[src/rtl/video_pkg.sv]
// Shared types, default raster timing and colour constants for the video controller.
package video_pkg;

  typedef struct packed {
    logic [7:0] r;
    logic [7:0] g;
    logic [7:0] b;
  } rgb_t;

  localparam int unsigned HDISP_DEF  = 800;
  localparam int unsigned VDISP_DEF  = 480;
  localparam int unsigned HFP_DEF    = 40;
  localparam int unsigned HPULSE_DEF = 48;
  localparam int unsigned HBP_DEF    = 40;
  localparam int unsigned VFP_DEF    = 13;
  localparam int unsigned VPULSE_DEF = 3;
  localparam int unsigned VBP_DEF    = 29;

  localparam rgb_t WHITE = rgb_t'(24'hFFFFFF);
  localparam rgb_t BLACK = rgb_t'(24'h000000);

  function automatic int unsigned htotal(input int unsigned disp, input int unsigned fp,
                                         input int unsigned pulse, input int unsigned bp);
    return disp + fp + pulse + bp;
  endfunction

  function automatic int unsigned vtotal(input int unsigned disp, input int unsigned fp,
                                         input int unsigned pulse, input int unsigned bp);
    return disp + fp + pulse + bp;
  endfunction

endpackage

[src/rtl/video_if.sv]
// DAC/LCD video output bundle; video_top drives it through the master modport.
interface video_if;
  logic       VGA_CLK;
  logic       VGA_HS;
  logic       VGA_VS;
  logic       VGA_BLANK;
  logic       VGA_SYNC;
  logic [7:0] VGA_R;
  logic [7:0] VGA_G;
  logic [7:0] VGA_B;

  modport master (output VGA_CLK, VGA_HS, VGA_VS, VGA_BLANK, VGA_SYNC, VGA_R, VGA_G, VGA_B);
  modport slave  (input  VGA_CLK, VGA_HS, VGA_VS, VGA_BLANK, VGA_SYNC, VGA_R, VGA_G, VGA_B);
endinterface

[src/rtl/video_vga_timing.sv]
// Raster timing: half-rate pixel enable, x/y counters and registered HS/VS/BLANK decode.
module vga_timing
  import video_pkg::*;
#(
  parameter int unsigned HDISP  = HDISP_DEF,
  parameter int unsigned VDISP  = VDISP_DEF,
  parameter int unsigned HFP    = HFP_DEF,
  parameter int unsigned HPULSE = HPULSE_DEF,
  parameter int unsigned HBP    = HBP_DEF,
  parameter int unsigned VFP    = VFP_DEF,
  parameter int unsigned VPULSE = VPULSE_DEF,
  parameter int unsigned VBP    = VBP_DEF,
  localparam int unsigned HTOTAL = htotal(HDISP, HFP, HPULSE, HBP),
  localparam int unsigned VTOTAL = vtotal(VDISP, VFP, VPULSE, VBP),
  localparam int unsigned XW     = $clog2(HTOTAL),
  localparam int unsigned YW     = $clog2(VTOTAL)
) (
  input  logic          i_clk,
  input  logic          i_rst,
  output logic          o_pix_en,
  output logic [XW-1:0] o_x,
  output logic [YW-1:0] o_y,
  output logic          o_active,
  output logic          o_hs,
  output logic          o_vs,
  output logic          o_blank
);

  localparam logic [XW-1:0] X_LAST = XW'(HTOTAL - 1);
  localparam logic [XW-1:0] X_ACT  = XW'(HDISP);
  localparam logic [XW-1:0] HS_BEG = XW'(HDISP + HFP);
  localparam logic [XW-1:0] HS_END = XW'(HDISP + HFP + HPULSE);
  localparam logic [YW-1:0] Y_LAST = YW'(VTOTAL - 1);
  localparam logic [YW-1:0] Y_ACT  = YW'(VDISP);
  localparam logic [YW-1:0] VS_BEG = YW'(VDISP + VFP);
  localparam logic [YW-1:0] VS_END = YW'(VDISP + VFP + VPULSE);

  logic          r_pix_phase;
  logic [XW-1:0] r_x;
  logic [YW-1:0] r_y;
  logic          r_hs;
  logic          r_vs;
  logic          r_blank;
  logic          w_active;

  assign w_active = (r_x < X_ACT) && (r_y < Y_ACT);

  // Decode samples the pre-increment counters, so sync/blank lag x/y by one pixel.
  always_ff @(posedge i_clk) begin
    if (i_rst) begin
      r_pix_phase <= 1'b0;
      r_x         <= '0;
      r_y         <= '0;
      r_hs        <= 1'b1;
      r_vs        <= 1'b1;
      r_blank     <= 1'b0;
    end else begin
      r_pix_phase <= ~r_pix_phase;
      if (r_pix_phase) begin
        r_hs    <= !((r_x >= HS_BEG) && (r_x < HS_END));
        r_vs    <= !((r_y >= VS_BEG) && (r_y < VS_END));
        r_blank <= w_active;
        if (r_x == X_LAST) begin
          r_x <= '0;
          r_y <= (r_y == Y_LAST) ? '0 : r_y + 1'b1;
        end else begin
          r_x <= r_x + 1'b1;
        end
      end
    end
  end

  assign o_pix_en = r_pix_phase;
  assign o_x      = r_x;
  assign o_y      = r_y;
  assign o_active = w_active;
  assign o_hs     = r_hs;
  assign o_vs     = r_vs;
  assign o_blank  = r_blank;

endmodule

[src/rtl/video_top.sv]
// Video controller top: raster timing, test pattern and status LEDs.
// Define COLOR_BARS_EN for 8 vertical colour bars instead of the 16-pixel grid.
module video_top
  import video_pkg::*;
#(
  parameter int unsigned HDISP  = HDISP_DEF,
  parameter int unsigned VDISP  = VDISP_DEF,
  parameter int unsigned HFP    = HFP_DEF,
  parameter int unsigned HPULSE = HPULSE_DEF,
  parameter int unsigned HBP    = HBP_DEF,
  parameter int unsigned VFP    = VFP_DEF,
  parameter int unsigned VPULSE = VPULSE_DEF,
  parameter int unsigned VBP    = VBP_DEF,
  parameter int unsigned HB_MAX = 25000000
) (
  input  logic       FPGA_CLK1_50,
  input  logic       sys_rst,
  input  logic [1:0] KEY,
  input  logic [3:0] SW,
  output logic [7:0] LED,
  video_if.master    vga
);

  localparam int unsigned HTOTAL = htotal(HDISP, HFP, HPULSE, HBP);
  localparam int unsigned VTOTAL = vtotal(VDISP, VFP, VPULSE, VBP);
  localparam int unsigned XW     = $clog2(HTOTAL);
  localparam int unsigned YW     = $clog2(VTOTAL);
  localparam int unsigned HBW    = (HB_MAX > 1) ? $clog2(HB_MAX) : 1;
  localparam logic [XW-1:0]  X_LAST  = XW'(HTOTAL - 1);
  localparam logic [YW-1:0]  Y_LAST  = YW'(VTOTAL - 1);
  localparam logic [HBW-1:0] HB_LAST = HBW'(HB_MAX - 1);

  logic          w_pix_en;
  logic [XW-1:0] w_x;
  logic [YW-1:0] w_y;
  logic          w_active;
  logic          w_hs;
  logic          w_vs;
  logic          w_blank;
  rgb_t          w_rgb;
  logic          w_unused_key;

  rgb_t           r_rgb;
  logic [HBW-1:0] r_hb_cnt;
  logic           r_led_hb;
  logic           r_led_frame;
  logic [3:0]     r_sw;

  vga_timing #(
    .HDISP  (HDISP),
    .VDISP  (VDISP),
    .HFP    (HFP),
    .HPULSE (HPULSE),
    .HBP    (HBP),
    .VFP    (VFP),
    .VPULSE (VPULSE),
    .VBP    (VBP)
  ) u_timing (
    .i_clk    (FPGA_CLK1_50),
    .i_rst    (sys_rst),
    .o_pix_en (w_pix_en),
    .o_x      (w_x),
    .o_y      (w_y),
    .o_active (w_active),
    .o_hs     (w_hs),
    .o_vs     (w_vs),
    .o_blank  (w_blank)
  );

`ifdef COLOR_BARS_EN
  logic [2:0] w_bar;
  assign w_bar = 3'((32'(w_x) * 32'd8) / HDISP);

  // Bar order white..black falls out of the inverted index bits: G=~b2, R=~b1, B=~b0.
  always_comb begin
    w_rgb = BLACK;
    if (w_active) begin
      w_rgb.r = {8{~w_bar[1]}};
      w_rgb.g = {8{~w_bar[2]}};
      w_rgb.b = {8{~w_bar[0]}};
    end
  end
`else
  always_comb begin
    w_rgb = BLACK;
    if (w_active && ((w_x[3:0] == 4'd0) || (w_y[3:0] == 4'd0)))
      w_rgb = WHITE;
  end
`endif

  always_ff @(posedge FPGA_CLK1_50) begin
    if (sys_rst) begin
      r_rgb       <= BLACK;
      r_hb_cnt    <= '0;
      r_led_hb    <= 1'b0;
      r_led_frame <= 1'b0;
      r_sw        <= '0;
    end else begin
      r_sw <= SW;
      if (r_hb_cnt == HB_LAST) begin
        r_hb_cnt <= '0;
        r_led_hb <= ~r_led_hb;
      end else begin
        r_hb_cnt <= r_hb_cnt + 1'b1;
      end
      if (w_pix_en) begin
        r_rgb <= w_rgb;
        if ((w_x == X_LAST) && (w_y == Y_LAST))
          r_led_frame <= ~r_led_frame;
      end
    end
  end

  // KEY[1] has no function yet.
  assign w_unused_key = KEY[1];

  assign LED = {r_sw, 1'b0, r_led_frame, r_led_hb, KEY[0]};

  assign vga.VGA_CLK   = ~w_pix_en;
  assign vga.VGA_HS    = w_hs;
  assign vga.VGA_VS    = w_vs;
  assign vga.VGA_BLANK = w_blank;
  assign vga.VGA_SYNC  = 1'b0;
  assign vga.VGA_R     = r_rgb.r;
  assign vga.VGA_G     = r_rgb.g;
  assign vga.VGA_B     = r_rgb.b;

endmodule

[src/flat_wrapper.sv]
// flat-port wrapper written by rule: the top's interface ports become plain ports
module video_top_flat import video_pkg::*;
#(
  parameter int unsigned HDISP  = HDISP_DEF,
  parameter int unsigned VDISP  = VDISP_DEF,
  parameter int unsigned HFP    = HFP_DEF,
  parameter int unsigned HPULSE = HPULSE_DEF,
  parameter int unsigned HBP    = HBP_DEF,
  parameter int unsigned VFP    = VFP_DEF,
  parameter int unsigned VPULSE = VPULSE_DEF,
  parameter int unsigned VBP    = VBP_DEF,
  parameter int unsigned HB_MAX = 25000000
)
  (FPGA_CLK1_50, sys_rst, KEY, SW, LED, vga_VGA_CLK, vga_VGA_HS, vga_VGA_VS, vga_VGA_BLANK, vga_VGA_SYNC, vga_VGA_R, vga_VGA_G, vga_VGA_B);
  video_if vga_i ();
  input  logic FPGA_CLK1_50;
  input  logic sys_rst;
  input  logic [1:0] KEY;
  input  logic [3:0] SW;
  output logic [7:0] LED;
  output wire logic [$bits(vga_i.VGA_CLK)-1:0] vga_VGA_CLK;
  output wire logic [$bits(vga_i.VGA_HS)-1:0] vga_VGA_HS;
  output wire logic [$bits(vga_i.VGA_VS)-1:0] vga_VGA_VS;
  output wire logic [$bits(vga_i.VGA_BLANK)-1:0] vga_VGA_BLANK;
  output wire logic [$bits(vga_i.VGA_SYNC)-1:0] vga_VGA_SYNC;
  output wire logic [$bits(vga_i.VGA_R)-1:0] vga_VGA_R;
  output wire logic [$bits(vga_i.VGA_G)-1:0] vga_VGA_G;
  output wire logic [$bits(vga_i.VGA_B)-1:0] vga_VGA_B;
  assign vga_VGA_CLK = vga_i.VGA_CLK;
  assign vga_VGA_HS = vga_i.VGA_HS;
  assign vga_VGA_VS = vga_i.VGA_VS;
  assign vga_VGA_BLANK = vga_i.VGA_BLANK;
  assign vga_VGA_SYNC = vga_i.VGA_SYNC;
  assign vga_VGA_R = vga_i.VGA_R;
  assign vga_VGA_G = vga_i.VGA_G;
  assign vga_VGA_B = vga_i.VGA_B;
  video_top #(.HDISP(HDISP), .VDISP(VDISP), .HFP(HFP), .HPULSE(HPULSE), .HBP(HBP), .VFP(VFP), .VPULSE(VPULSE), .VBP(VBP), .HB_MAX(HB_MAX)) u_core (.FPGA_CLK1_50(FPGA_CLK1_50), .sys_rst(sys_rst), .KEY(KEY), .SW(SW), .LED(LED), .vga(vga_i));
endmodule
[config.mk]
export PLATFORM = sky130hd
export DESIGN_NAME = video_top_flat
export DESIGN_NICKNAME = d
export VERILOG_FILES = /design/src/rtl/video_pkg.sv /design/src/rtl/video_if.sv /design/src/rtl/video_vga_timing.sv /design/src/rtl/video_top.sv /design/src/flat_wrapper.sv
export SDC_FILE = /design/constraint.sdc
export NUM_CORES = 1
export LEC_CHECK = 0
export BUFFER_PORTS_ARGS = -buffer_cell sky130_fd_sc_hd__buf_2
export CAP_MARGIN = 20
export CORE_AREA = 10 10 84 86
export DETAILED_ROUTE_END_ITERATION = 10
export DIE_AREA = 0 0 94 96
export PLACE_DENSITY = 0.76
export REMOVE_ABC_BUFFERS = 1
export SYNTH_ARGS = -nofsm -noshare
export SYNTH_HDL_FRONTEND = slang
export SYNTH_HIERARCHICAL = 1
export SYNTH_SLANG_ARGS = --single-unit
export TNS_END_PERCENT = 30
[constraint.sdc]
create_clock -name FPGA_CLK1_50 -period 6.2 [get_ports FPGA_CLK1_50]
set_clock_uncertainty 0.2 [all_clocks]
set_input_delay 1.24 -clock FPGA_CLK1_50 [delete_from_list [all_inputs] [get_ports FPGA_CLK1_50]]
set_output_delay 1.24 -clock FPGA_CLK1_50 [all_outputs]
set_load 0.01 [all_outputs]
## Word level (Yosys, flattened, before mapping)

Index checks and enable logic that the tools add are counted.

| word-level totals | value |
|---|---|
| output and inout port bits | 37 |
| bits in registers | 79 |

| operators by class | value |
|---|---|
| muxes and demuxes | 3 |
| $lt $le $gt $ge | 6 |
| eq/ne operators | 3 |
| $add $sub $neg | 3 |
| bitwise operators | 3 |
| reductions and logical operators | 13 |

Operator list:

| cell | count |
|---|---|
| adder 25 x 1 -> 25 bit, second input constant | 1 |
| equality test 25 bit, second input constant | 1 |
| 2-to-1 mux 24 bit | 1 |
| adder 10 x 1 -> 10 bit, second input constant | 2 |
| equality test 10 bit, second input constant | 2 |
| < comparator 10 bit, second input constant | 2 |
| < comparator 10 x 9 -> 1 bit, second input constant | 2 |
| 2-to-1 mux 10 bit | 2 |
| >= comparator 10 bit, second input constant | 1 |
| >= comparator 10 x 9 -> 1 bit, second input constant | 1 |
| logical NOT 4 bit | 2 |
| logical AND 1 bit | 5 |
| AND reduction 2 bit | 2 |
| NOT 1 bit | 3 |
| logical NOT 1 bit | 2 |
| OR reduction 2 bit | 1 |
| logical OR 1 bit | 1 |

## Longest topological paths before layout

Gate-level depths: netlist of run 1.

| depth | value |
|---|---|
| depth in word-level cells | 4 |
| mapped depth | 7 |
| gate-level depth less buffers | 6 |

## Hierarchy

The synthesis of run 1 kept the hierarchy.

By module, submodules not included:

| module | area an instance (um^2) | cells an instance | times used |
|---|---|---|---|
| video_top | 1,729.2 | 191 | 1 |
| vga_timing | 1,182.4 | 140 | 1 |

## Worst setup path after synthesis of run 1

OpenSTA, ideal clock, no wires.

| timing | value |
|---|---|
| path type | input-to-output |
| start | input port KEY[0] |
| end | output port LED[0] |
| data required time | 4.760 ns |
| stages on the path | 1 |
| arrival time | 1.359 ns |
| slack | 3.401 ns |
| cells stage by stage | buf_4 |

RTL lines:

| what | line | source |
|---|---|---|
| from (decl) | flat_wrapper.sv:18 | `input logic [1:0] KEY;` |
| to (decl) | flat_wrapper.sv:20 | `output logic [7:0] LED;` |

No word-level cell between the ends.

## Worst setup path after layout of run 1

| timing | value |
|---|---|
| start | register u_core.u_timing.r_pix_phase (netlist: u_core/u_timing/o_pix_en) |
| end | output port vga_VGA_CLK |

| between the ends | value |
|---|---|
| longest elaborated chain between the ends | 1 |

RTL lines:

| what | line | source |
|---|---|---|
| from (decl) | video_vga_timing.sv:38 | `logic r_pix_phase;` |
| from (signal assigned) | video_vga_timing.sv:58 | `r_pix_phase <= ~r_pix_phase;` |
| NOT 1 bit | video_top.sv:119 | `assign vga.VGA_CLK = ~w_pix_en;` |
| to (decl) | flat_wrapper.sv:21 | `output wire logic [$bits(vga_i.VGA_CLK)-1:0] vga_VGA_CLK;` |

Every way passes these cells.

==> impl_metrics.py, run 1 <==
metrics = {
    "sta": {
        "setup_violations": 0,
        "rsz0062_at_grt": "false",
        "period_share_pct": 45.2,
        "final.setup.tns_ns": 0,
        "drv_slew": 0,
        "min_period_ns": 2.80,
        "finalHoldViolations": 0,
        "max_freq_mhz": 357,
        "timing.slew.headroom_pct": 46.0,
        "worst_slew_pin_slew_ns": 0.801,
    },
    "worst_setup_path": {
        "critical_path.endpoint": "vga_VGA_CLK",
        "reg2reg_slack_ns": 3.77,
        "path_buf_inv": 2,
        "r2r_start": "u_core/u_timing/o_x[0]$_SDFFE_PP0P_",
        "required_ns": 4.76,
        "r2r_end": "u_core/u_timing/o_y[7]$_SDFFE_PP0P_",
        "endpoint_kind": "output pin",
        "critical_path.cell_chain": "inv_1 > buf_2",
        "slowest_delay_ns": 0.76,
        "cp-startpoint": "u_core/u_timing/o_pix_en$_SDFF_PP0_",
        "cp-start-kind": "register",
        "critPathKind": "reg -> out",
        "cp_slowest_cell": "dfxtp_1",
        "path_max_fanout": 21,
        "reg2reg_depth": 5,
        "arrival_ns": 1.36,
        "crit_cells": 2,
        "critPathTopFamily": "flip-flops",
    },
    "detailed_routing": {
        "dr.pass1.iters": 4,
        "antenna_left": 0,
        "drt_iter0_drc": 143,
        "drc": 0,
        "viasPerCell": 5.51,
        "routedWlPerCell_um": 14.1,
        "routed_wl_um": 5840,
        "vias": 2280,
    },
    "power_and_ir_drop": {
        "total_leakage_power_nw": 1.14,
        "ir_drop_v": 0.000151,
        "p_per_area_nw_per_um2": 205,
    },
    "global_route": {
        "antenna_found_initial": 0,
        "track_usage_pct": 12.9,
        "grt_first_pass_wirelength_um": 9740,
        "grt_pass1_vias": 2122,
        "overflow": 0,
        "grt_max_degree": 26,
    },
    "synth": {
        "synth_area_um2": 2910,
        "yosysSeqAreaShare_pct": 38.5,
        "syn_inst": 331,
        "synthArstFlopShare_pct": 0,
        "ys_warn_count": 6,
        "synth_cell_types": 47,
        "synth_edf_count": 0,
        "ys_seq_elements": 56,
        "synth_ff_type": "dfxtp_1",
        "syn_avg_cell_area_um2": 8.80,
    },
    "cells_and_area": {
        "final_cells": 414,
        "area_growth_pct": 3.74,
        "multi_input_area_um2": 1470,
        "stdcell_area_um2": 3020,
        "fillers": 481,
        "layout_common_cells": "56 x dfxtp_1, 42 x nor2_1, 39 x buf_2",
        "num_antenna_cells": 0,
        "drive_gt1_share_pct": 18.4,
        "layout_commonest_cell": "dfxtp_1",
        "register_area_um2": 1120,
        "fin_nets": 355,
    },
    "cts": {
        "clock_path_buffers": 2,
        "clockRootBuffer": "clkbuf_8",
        "clk_pin_slew_ns": 0.10,
        "clk_latency_ns": 0.31,
        "cts_hold_buf": 0,
        "post_cts_buffers": 0,
        "cts_tree": "done",
        "cts_resized": 0,
        "htree_num_levels": 2,
        "cts_made_buffers": 5,
        "cts_sinks": 56,
    },
    "die": {
        "start_util_pct": 53.9,
        "core-area_um2": 5410,
        "die_area_um2": 9020,
        "pin_count": 45,
        "num_rows": 27,
        "chipHeight_um": 96,
        "die_x_um": 94,
    },
    "job": {
        "drv_cap": 0,
    },
    "place": {
        "placed_area_um2": 2930,
        "portBuffers": 39,
        "dpl.hpwl_um": 4220,
        "gp_congestion": 0.865,
        "dpl.cell_count": 406,
    },
    "hold_path": {
        "hold_class": "reg -> reg",
        "hold_depth": 1,
    },
    "run_status": {
        "status": "complete, no violations",
    },
}
-- synthesized netlist by cell type (all sizes together) (2+ instances only) --
cell type  instances  area, um^2
a21oi             15        75.1
and3               9        60.1
and4               4        37.5
buf               33         260
clkbuf             5        18.8
dfxtp             56        1120
ha                 6        75.1
inv               11        41.3
nand2             18        67.6
nand3             10        50.1
nand4             19         155
nor2              42         158
nor2b              5        31.3
nor3              10        50.1
nor3b              2        15.0
nor4               9        56.3
nor4b              4        35.0
o21ai              7        35.0
o31ai              7        52.6
o41ai              2        43.8
or3                7        45.1
or4                8        67.6
xnor2             15         131
xor2              13         114
-- layout make-up --
class / count / area share [%]
sequential: 56 / 37.1
tap: 72 / 2.98
timing repair buffer: 40 / 6.71
multi-input combinational: 227 / 48.8
clock buffer: 5 / 2.28
inverter: 11 / 1.37
clock inverter: 3 / 0.746
-- per-layer routing --
metal | global-route usage [%] | share of wire, %
met1 | 15.3 | 43
met2 | 23.3 | 54
met3 | 2.65 | 2.3
met4 | 3.16 | 0.79
met5 | 0 | 0
-- sequential cells by signal, indices dropped and copies added (netlist names) --
name                      cells
u_core/u_timing/o_vs          1
u_core/u_timing/o_y          10
u_core/u_timing/o_hs          1
u_core/u_timing/o_x          10
u_core/u_timing/o_pix_en      1
u_core/r_led_hb               1
u_core/r_sw                   4
u_core/vga.VGA_R              1
u_core/r_hb_cnt              25
u_core/u_timing/o_blank       1
u_core/r_led_frame            1
-- report_power, final --
part	internal, W	switching, W
sequential	0.000365	0.00000837
clock	0.0000813	0.000122
combinational	0.0000177	0.0000249
-- stage by stage --
step | util [%] | hold slack [ns] | power, W | worst slack [ns]
floorplan | - | 0.226 | 0.000402 | 2.93
global route | 55.9 | 0.319 | 0.000647 | 3.33
detailed placement | 54.2 | 0.260 | 0.000425 | 3.52
global placement | 54.2 | 0.239 | 0.000424 | 3.52
finish | 55.9 | 0.282 | 0.000619 | 3.40
CTS | 55.9 | 0.286 | 0.000629 | 3.39
-- logic make-up (layout without fill, tap and decap cells) --
family	count (synthesis)	in the layout	synth area share, %
mux	2	2	0.731
simple gates	154	154	30.4
fa+ha+maj	6	6	2.58
xor+xnor	28	28	8.42
compound gates	35	35	8.25
other cells	1	2	0.129
flops	56	56	38.5
buf+inv	49	59	11.0
-- worst min path at each step --
stage | start | end | slack, ns
2_1_floorplan | u_core/r_hb_cnt[0]$_SDFF_PP0_ | u_core/r_hb_cnt[0]$_SDFF_PP0_ | 0.23
3_3_place_gp | u_core/r_hb_cnt[0]$_SDFF_PP0_ | u_core/r_hb_cnt[0]$_SDFF_PP0_ | 0.24
3_5_place_dp | u_core/r_hb_cnt[0]$_SDFF_PP0_ | u_core/r_hb_cnt[0]$_SDFF_PP0_ | 0.26
4_1_cts | u_core/r_hb_cnt[0]$_SDFF_PP0_ | u_core/r_hb_cnt[0]$_SDFF_PP0_ | 0.29
5_1_grt | u_core/r_hb_cnt[24]$_SDFF_PP0_ | u_core/r_hb_cnt[24]$_SDFF_PP0_ | 0.32
6_report | u_core/r_hb_cnt[0]$_SDFF_PP0_ | u_core/r_hb_cnt[0]$_SDFF_PP0_ | 0.28
Note: power is estimated with default switching activity, not from simulation.
==> run 2: changes to the inputs <==
clock period = 2.6 ns   (was 6.2 ns; I/O delays follow)
==> impl_metrics.py, run 2 (synthesis results as in run 1) <==
metrics = {
    "hold_path": {
        "hold_class": "in -> reg",
    },
    "cts": {
        "cts_resized": 0,
        "cts_tree": "done",
        "cts_sinks": 56,
        "cts_hold_buf": 0,
        "post_cts_buffers": 0,
        "clk_pin_slew_ns": 0.10,
        "clk_latency_ns": 0.31,
        "clockRootBuffer": "clkbuf_8",
        "clock_path_buffers": 2,
        "cts_made_buffers": 5,
        "htree_num_levels": 2,
    },
    "sta": {
        "period_share_pct": 86.7,
        "max_freq_mhz": 444,
        "min_period_ns": 2.25,
        "finalHoldViolations": 0,
        "timing.slew.headroom_pct": 60.2,
        "worst_slew_pin_slew_ns": 0.596,
        "timing.final.ws_setup_ns": 0.346,
        "setup_violations": 0,
        "rsz0062_at_grt": "false",
        "drv_slew": 0,
        "final.setup.tns_ns": 0,
    },
    "cells_and_area": {
        "largest-register": "u_core/r_hb_cnt",
        "num_antenna_cells": 0,
        "area_growth_pct": 5.97,
        "fin_nets": 361,
        "layout_commonest_cell": "dfxtp_1",
        "layout_common_cells": "56 x dfxtp_1, 42 x nor2_1, 39 x buf_2",
        "fillers": 502,
        "drive_gt1_share_pct": 19.5,
        "largest_reg_flops": 25,
    },
    "detailed_routing": {
        "antenna_left": 0,
        "drc": 0,
        "dr.pass1.iters": 4,
        "vias": 2266,
        "routed_wl_um": 5830,
        "viasPerCell": 5.40,
        "drt_iter0_drc": 78,
        "routedWlPerCell_um": 13.9,
    },
    "worst_setup_path": {
        "reg2reg_slack_ns": 0.35,
        "r2r_end": "u_core/r_hb_cnt[22]$_SDFF_PP0_",
        "path_max_fanout": 9,
        "critPathKind": "reg -> reg",
        "required_ns": 2.61,
        "cp-startpoint": "u_core/r_hb_cnt[0]$_SDFF_PP0_",
        "endpoint_kind": "register",
        "reg2reg_depth": 6,
        "arrival_ns": 2.26,
        "r2r_start": "u_core/r_hb_cnt[0]$_SDFF_PP0_",
        "cp-start-kind": "register",
        "critical_path.endpoint": "u_core/r_hb_cnt[22]$_SDFF_PP0_",
    },
    "die": {
        "start_util_pct": 53.9,
        "num_rows": 27,
        "die_x_um": 94,
        "die_area_um2": 9020,
        "core-area_um2": 5410,
        "pin_count": 45,
        "chipHeight_um": 96,
    },
    "place": {
        "portBuffers": 39,
        "pre_cts_ws_ns": 0.353,
        "gp_congestion": 0.873,
        "dpl.hpwl_um": 4320,
    },
    "global_route": {
        "antenna_found_initial": 0,
        "grt_first_pass_wirelength_um": 9830,
        "grt_pass1_vias": 2177,
        "overflow": 0,
        "grt_max_degree": 26,
        "track_usage_pct": 13.1,
    },
    "run_status": {
        "status": "complete, no violations",
    },
    "power_and_ir_drop": {
        "p_per_area_nw_per_um2": 511,
        "total_leakage_power_nw": 1.18,
        "power_w": 0.00158,
        "ir_drop_v": 0.000347,
    },
    "job": {
        "drv_cap": 0,
    },
}
[run 2: cell type report]
cell class | instances | area [um^2] | area share (%)
flip-flops and latches | 56 | 1120 | 36.3
multi-input cells | 227 | 1470 | 47.8
well taps | 72 | 90.1 | 2.92
clock buffers | 6 | 72.6 | 2.35
clock inverters | 2 | 38.8 | 1.26
repair buffers | 46 | 248 | 8.03
inverters | 11 | 41.3 | 1.34
[run 2: worst max-delay path, cell delays in order, from the launching register on]
cell and delay, ns:
dfxtp_1 0.39, ha_1 0.21, and2_1 0.23, nand4_4 0.14
o41ai_4 0.65, buf_4 0.28, a21oi_1 0.05
[run 2: how the worst min path moves through the flow]
stage                                        from                            end  slack (ns)  cells past startpoint
finish                                      SW[3]      u_core/r_sw[3]$_SDFF_PP0_        0.21                      2
global route                                SW[3]      u_core/r_sw[3]$_SDFF_PP0_        0.20                      2
CTS                                         SW[3]      u_core/r_sw[3]$_SDFF_PP0_        0.20                      2
detailed placement  u_core/r_hb_cnt[0]$_SDFF_PP0_  u_core/r_hb_cnt[0]$_SDFF_PP0_        0.26                      1
global placement    u_core/r_hb_cnt[0]$_SDFF_PP0_  u_core/r_hb_cnt[0]$_SDFF_PP0_        0.24                      1
floorplan           u_core/r_hb_cnt[0]$_SDFF_PP0_  u_core/r_hb_cnt[0]$_SDFF_PP0_        0.23                      1
[run 2: per-layer routing]
metal	vias up	global-route usage (%)	routed length, um
li1	1181	-	-
met4	0	3.80	49
met3	5	3.50	157
met2	32	23.4	3070
met1	1048	14.9	2560
met5	-	0	0
[run 2: metrics by stage]
step	std cells	hold WS, ns	cell area, um^2	util, %
2_1_floorplan	294	0.226	2640	-
3_3_place_gp	412	0.238	2970	55.0
3_5_place_dp	412	0.261	2970	55.0
4_1_cts	420	0.195	3090	57.1
5_1_grt	420	0.203	3090	57.1
6_report	420	0.205	3090	57.1
[run 2: power by group]
group | switching (W) | total, W | internal (W) | leakage (nW)
clock network | 0.000288 | 0.000579 | 0.000291 | 0.0558
registers | 0.0000156 | 0.000886 | 0.000871 | 0.454
logic | 0.0000646 | 0.000111 | 0.0000461 | 0.670
total | 0.000368 | 0.00158 | 0.00121 | 1.18
==> run 3: changes to the inputs <==
==> constraint.sdc (replaced) <==
create_clock -name FPGA_CLK1_50 -period 2.6 [get_ports FPGA_CLK1_50]
set_clock_uncertainty 0.2 [all_clocks]
set_input_delay 0.26 -clock FPGA_CLK1_50 [delete_from_list [all_inputs] [get_ports FPGA_CLK1_50]]
set_output_delay 0.26 -clock FPGA_CLK1_50 [all_outputs]
set_load 0.01 [all_outputs]
==> impl_metrics.py, run 3 (synthesis results as in run 1) <==
metrics = {
    "cts": {
        "htree_num_levels": 2,
        "cts_resized": 0,
        "clk_latency_ns": 0.31,
        "cts_made_buffers": 5,
        "clockRootBuffer": "clkbuf_8",
        "clock_path_buffers": 2,
        "post_cts_buffers": 0,
        "clk_pin_slew_ns": 0.10,
        "cts_tree": "done",
        "cts_sinks": 56,
    },
    "detailed_routing": {
        "dr.pass1.iters": 4,
        "routed_wl_um": 6000,
        "drc": 0,
        "routedWlPerCell_um": 14.1,
        "vias": 2293,
        "viasPerCell": 5.40,
        "antenna_left": 0,
        "drt_iter0_drc": 94,
    },
    "worst_setup_path": {
        "path_buf_inv": 1,
        "path_max_fanout": 9,
        "slowest_delay_ns": 0.61,
        "cp-start-kind": "register",
        "cp_slowest_cell": "o41ai_4",
        "required_ns": 2.60,
        "endpoint_kind": "register",
        "r2r_start": "u_core/r_hb_cnt[0]$_SDFF_PP0_",
        "critPathKind": "reg -> reg",
        "arrival_ns": 2.20,
        "r2r_end": "u_core/r_hb_cnt[22]$_SDFF_PP0_",
        "critical_path.cell_chain": "ha_1 > and2_1 > nand4_4 > o41ai_4 > buf_4 > a21oi_1",
        "reg2reg_depth": 6,
        "critPathTopFamily": "compound AO/OA/AOI/OAI gates",
        "reg2reg_slack_ns": 0.40,
    },
    "cells_and_area": {
        "largest_reg_flops": 25,
        "num_antenna_cells": 0,
        "final_cells": 425,
        "area_growth_pct": 6.70,
        "largest-register": "u_core/r_hb_cnt",
        "post-route-util_pct": 57.5,
        "fin_nets": 366,
        "drive_gt1_share_pct": 19.3,
        "layout_common_cells": "56 x dfxtp_1, 42 x nor2_1, 39 x buf_2",
        "layout_commonest_cell": "dfxtp_1",
    },
    "sta": {
        "final.setup.tns_ns": 0,
        "drv_slew": 0,
        "setup_violations": 0,
        "finalHoldViolations": 0,
        "rsz0062_at_grt": "false",
        "max_freq_mhz": 454,
        "worst_slew_pin_slew_ns": 0.551,
        "timing.slew.headroom_pct": 63.1,
        "min_period_ns": 2.20,
        "period_share_pct": 84.7,
    },
    "power_and_ir_drop": {
        "power_w": 0.00148,
        "ir_drop_v": 0.000277,
        "combPwrFrac_pct": 7.9,
        "switching_power_w": 0.000361,
        "total_leakage_power_nw": 1.19,
        "intPower_w": 0.00111,
        "clock_power_share_pct": 32.0,
        "p_per_area_nw_per_um2": 475,
        "swShare_pct": 24.5,
        "p_seq_share_pct": 60.1,
    },
    "die": {
        "chipHeight_um": 96,
        "core-area_um2": 5410,
        "num_rows": 27,
        "die_x_um": 94,
        "die_area_um2": 9020,
        "pin_count": 45,
        "start_util_pct": 53.9,
    },
    "place": {
        "dpl.hpwl_um": 4320,
        "gp_congestion": 0.872,
        "portBuffers": 39,
        "dpl.cell_count": 413,
    },
    "global_route": {
        "grt_first_pass_wirelength_um": 9880,
        "antenna_found_initial": 0,
        "track_usage_pct": 13.3,
        "overflow": 0,
        "grt_pass1_vias": 2173,
        "grt_max_degree": 26,
    },
    "hold_path": {
        "hold_end": "u_core/u_timing/o_pix_en$_SDFF_PP0_",
        "hold_depth": 2,
        "hold_class": "in -> reg",
        "hp-start": "sys_rst",
    },
    "job": {
        "drv_cap": 0,
    },
    "run_status": {
        "status": "complete, no violations",
    },
}
-- run 3: worst max path at each step --
stage          slack, ns                               end                              from  depth (start not counted)
2_1_floorplan       0.22  u_core/vga.VGA_R[6]$_SDFFE_PP0P_  u_core/vga.VGA_R[6]$_SDFFE_PP0P_                          2
6_report            0.40    u_core/r_hb_cnt[22]$_SDFF_PP0_     u_core/r_hb_cnt[0]$_SDFF_PP0_                          6
3_5_place_dp        0.38    u_core/r_hb_cnt[22]$_SDFF_PP0_     u_core/r_hb_cnt[0]$_SDFF_PP0_                          6
5_1_grt             0.18     u_core/r_hb_cnt[8]$_SDFF_PP0_     u_core/r_hb_cnt[0]$_SDFF_PP0_                          6
4_1_cts             0.38     u_core/r_hb_cnt[8]$_SDFF_PP0_     u_core/r_hb_cnt[0]$_SDFF_PP0_                          6
3_3_place_gp        0.41    u_core/r_hb_cnt[19]$_SDFF_PP0_     u_core/r_hb_cnt[0]$_SDFF_PP0_                          6
-- run 3: layout make-up --
| class | count | area, um^2 |
|---|---|---|
| fillers | 483 | 2300 |
| multi-input cells | 227 | 1470 |
| flip-flops and latches | 56 | 1120 |
| repair buffers | 51 | 295 |
| well taps | 72 | 90.1 |
| clock buffers | 7 | 76.3 |
| inverters | 11 | 41.3 |
| clock inverters | 1 | 8.76 |
-- run 3: repair_timing --
item,CTS,global route
setup endpoints to repair,0,0
hold endpoints to repair,4,0
hold buffers,4,0
-- run 3: power by group through the flow --
| stage | Sequential (W) | Clock (W) | Combinational (W) |
|---|---|---|---|
| final | 0.000887 | 0.000472 | 0.000117 |
| after floorplan | 0.000926 | 0 | 0.0000333 |
| after CTS | 0.000887 | 0.000486 | 0.000117 |
| after global routing | 0.000890 | 0.000527 | 0.000128 |
| after detailed placement | 0.000907 | 0 | 0.000112 |
| after global placement | 0.000905 | 0 | 0.000111 |
-- run 3: per-layer routing --
metal / share of wire [%] / vias to the layer above / track usage, %
met1: 43 / 1072 / 15.4
met5: 0 / - / 0
li1: - / 1184 / -
met3: 2.1 / 13 / 2.57
met2: 53 / 24 / 23.0
met4: 2.1 / 0 / 6.46
-- run 3: worst register-to-register path, cell delays in order, from the launching register on --
cell and delay (ns):
dfxtp_1 0.39, ha_1 0.21, and2_1 0.22, nand4_4 0.13, o41ai_4 0.61, buf_4 0.27
a21oi_1 0.06
-- run 3: metrics by stage --
stage	setup WS (ns)	hold WS [ns]	area, um^2
detailed placement	0.377	0.271	2980
floorplan	0.218	0.127	2640
global placement	0.415	0.239	2980
CTS	0.380	0.109	3110
finish	0.398	0.119	3110
global route	0.178	0.138	3110
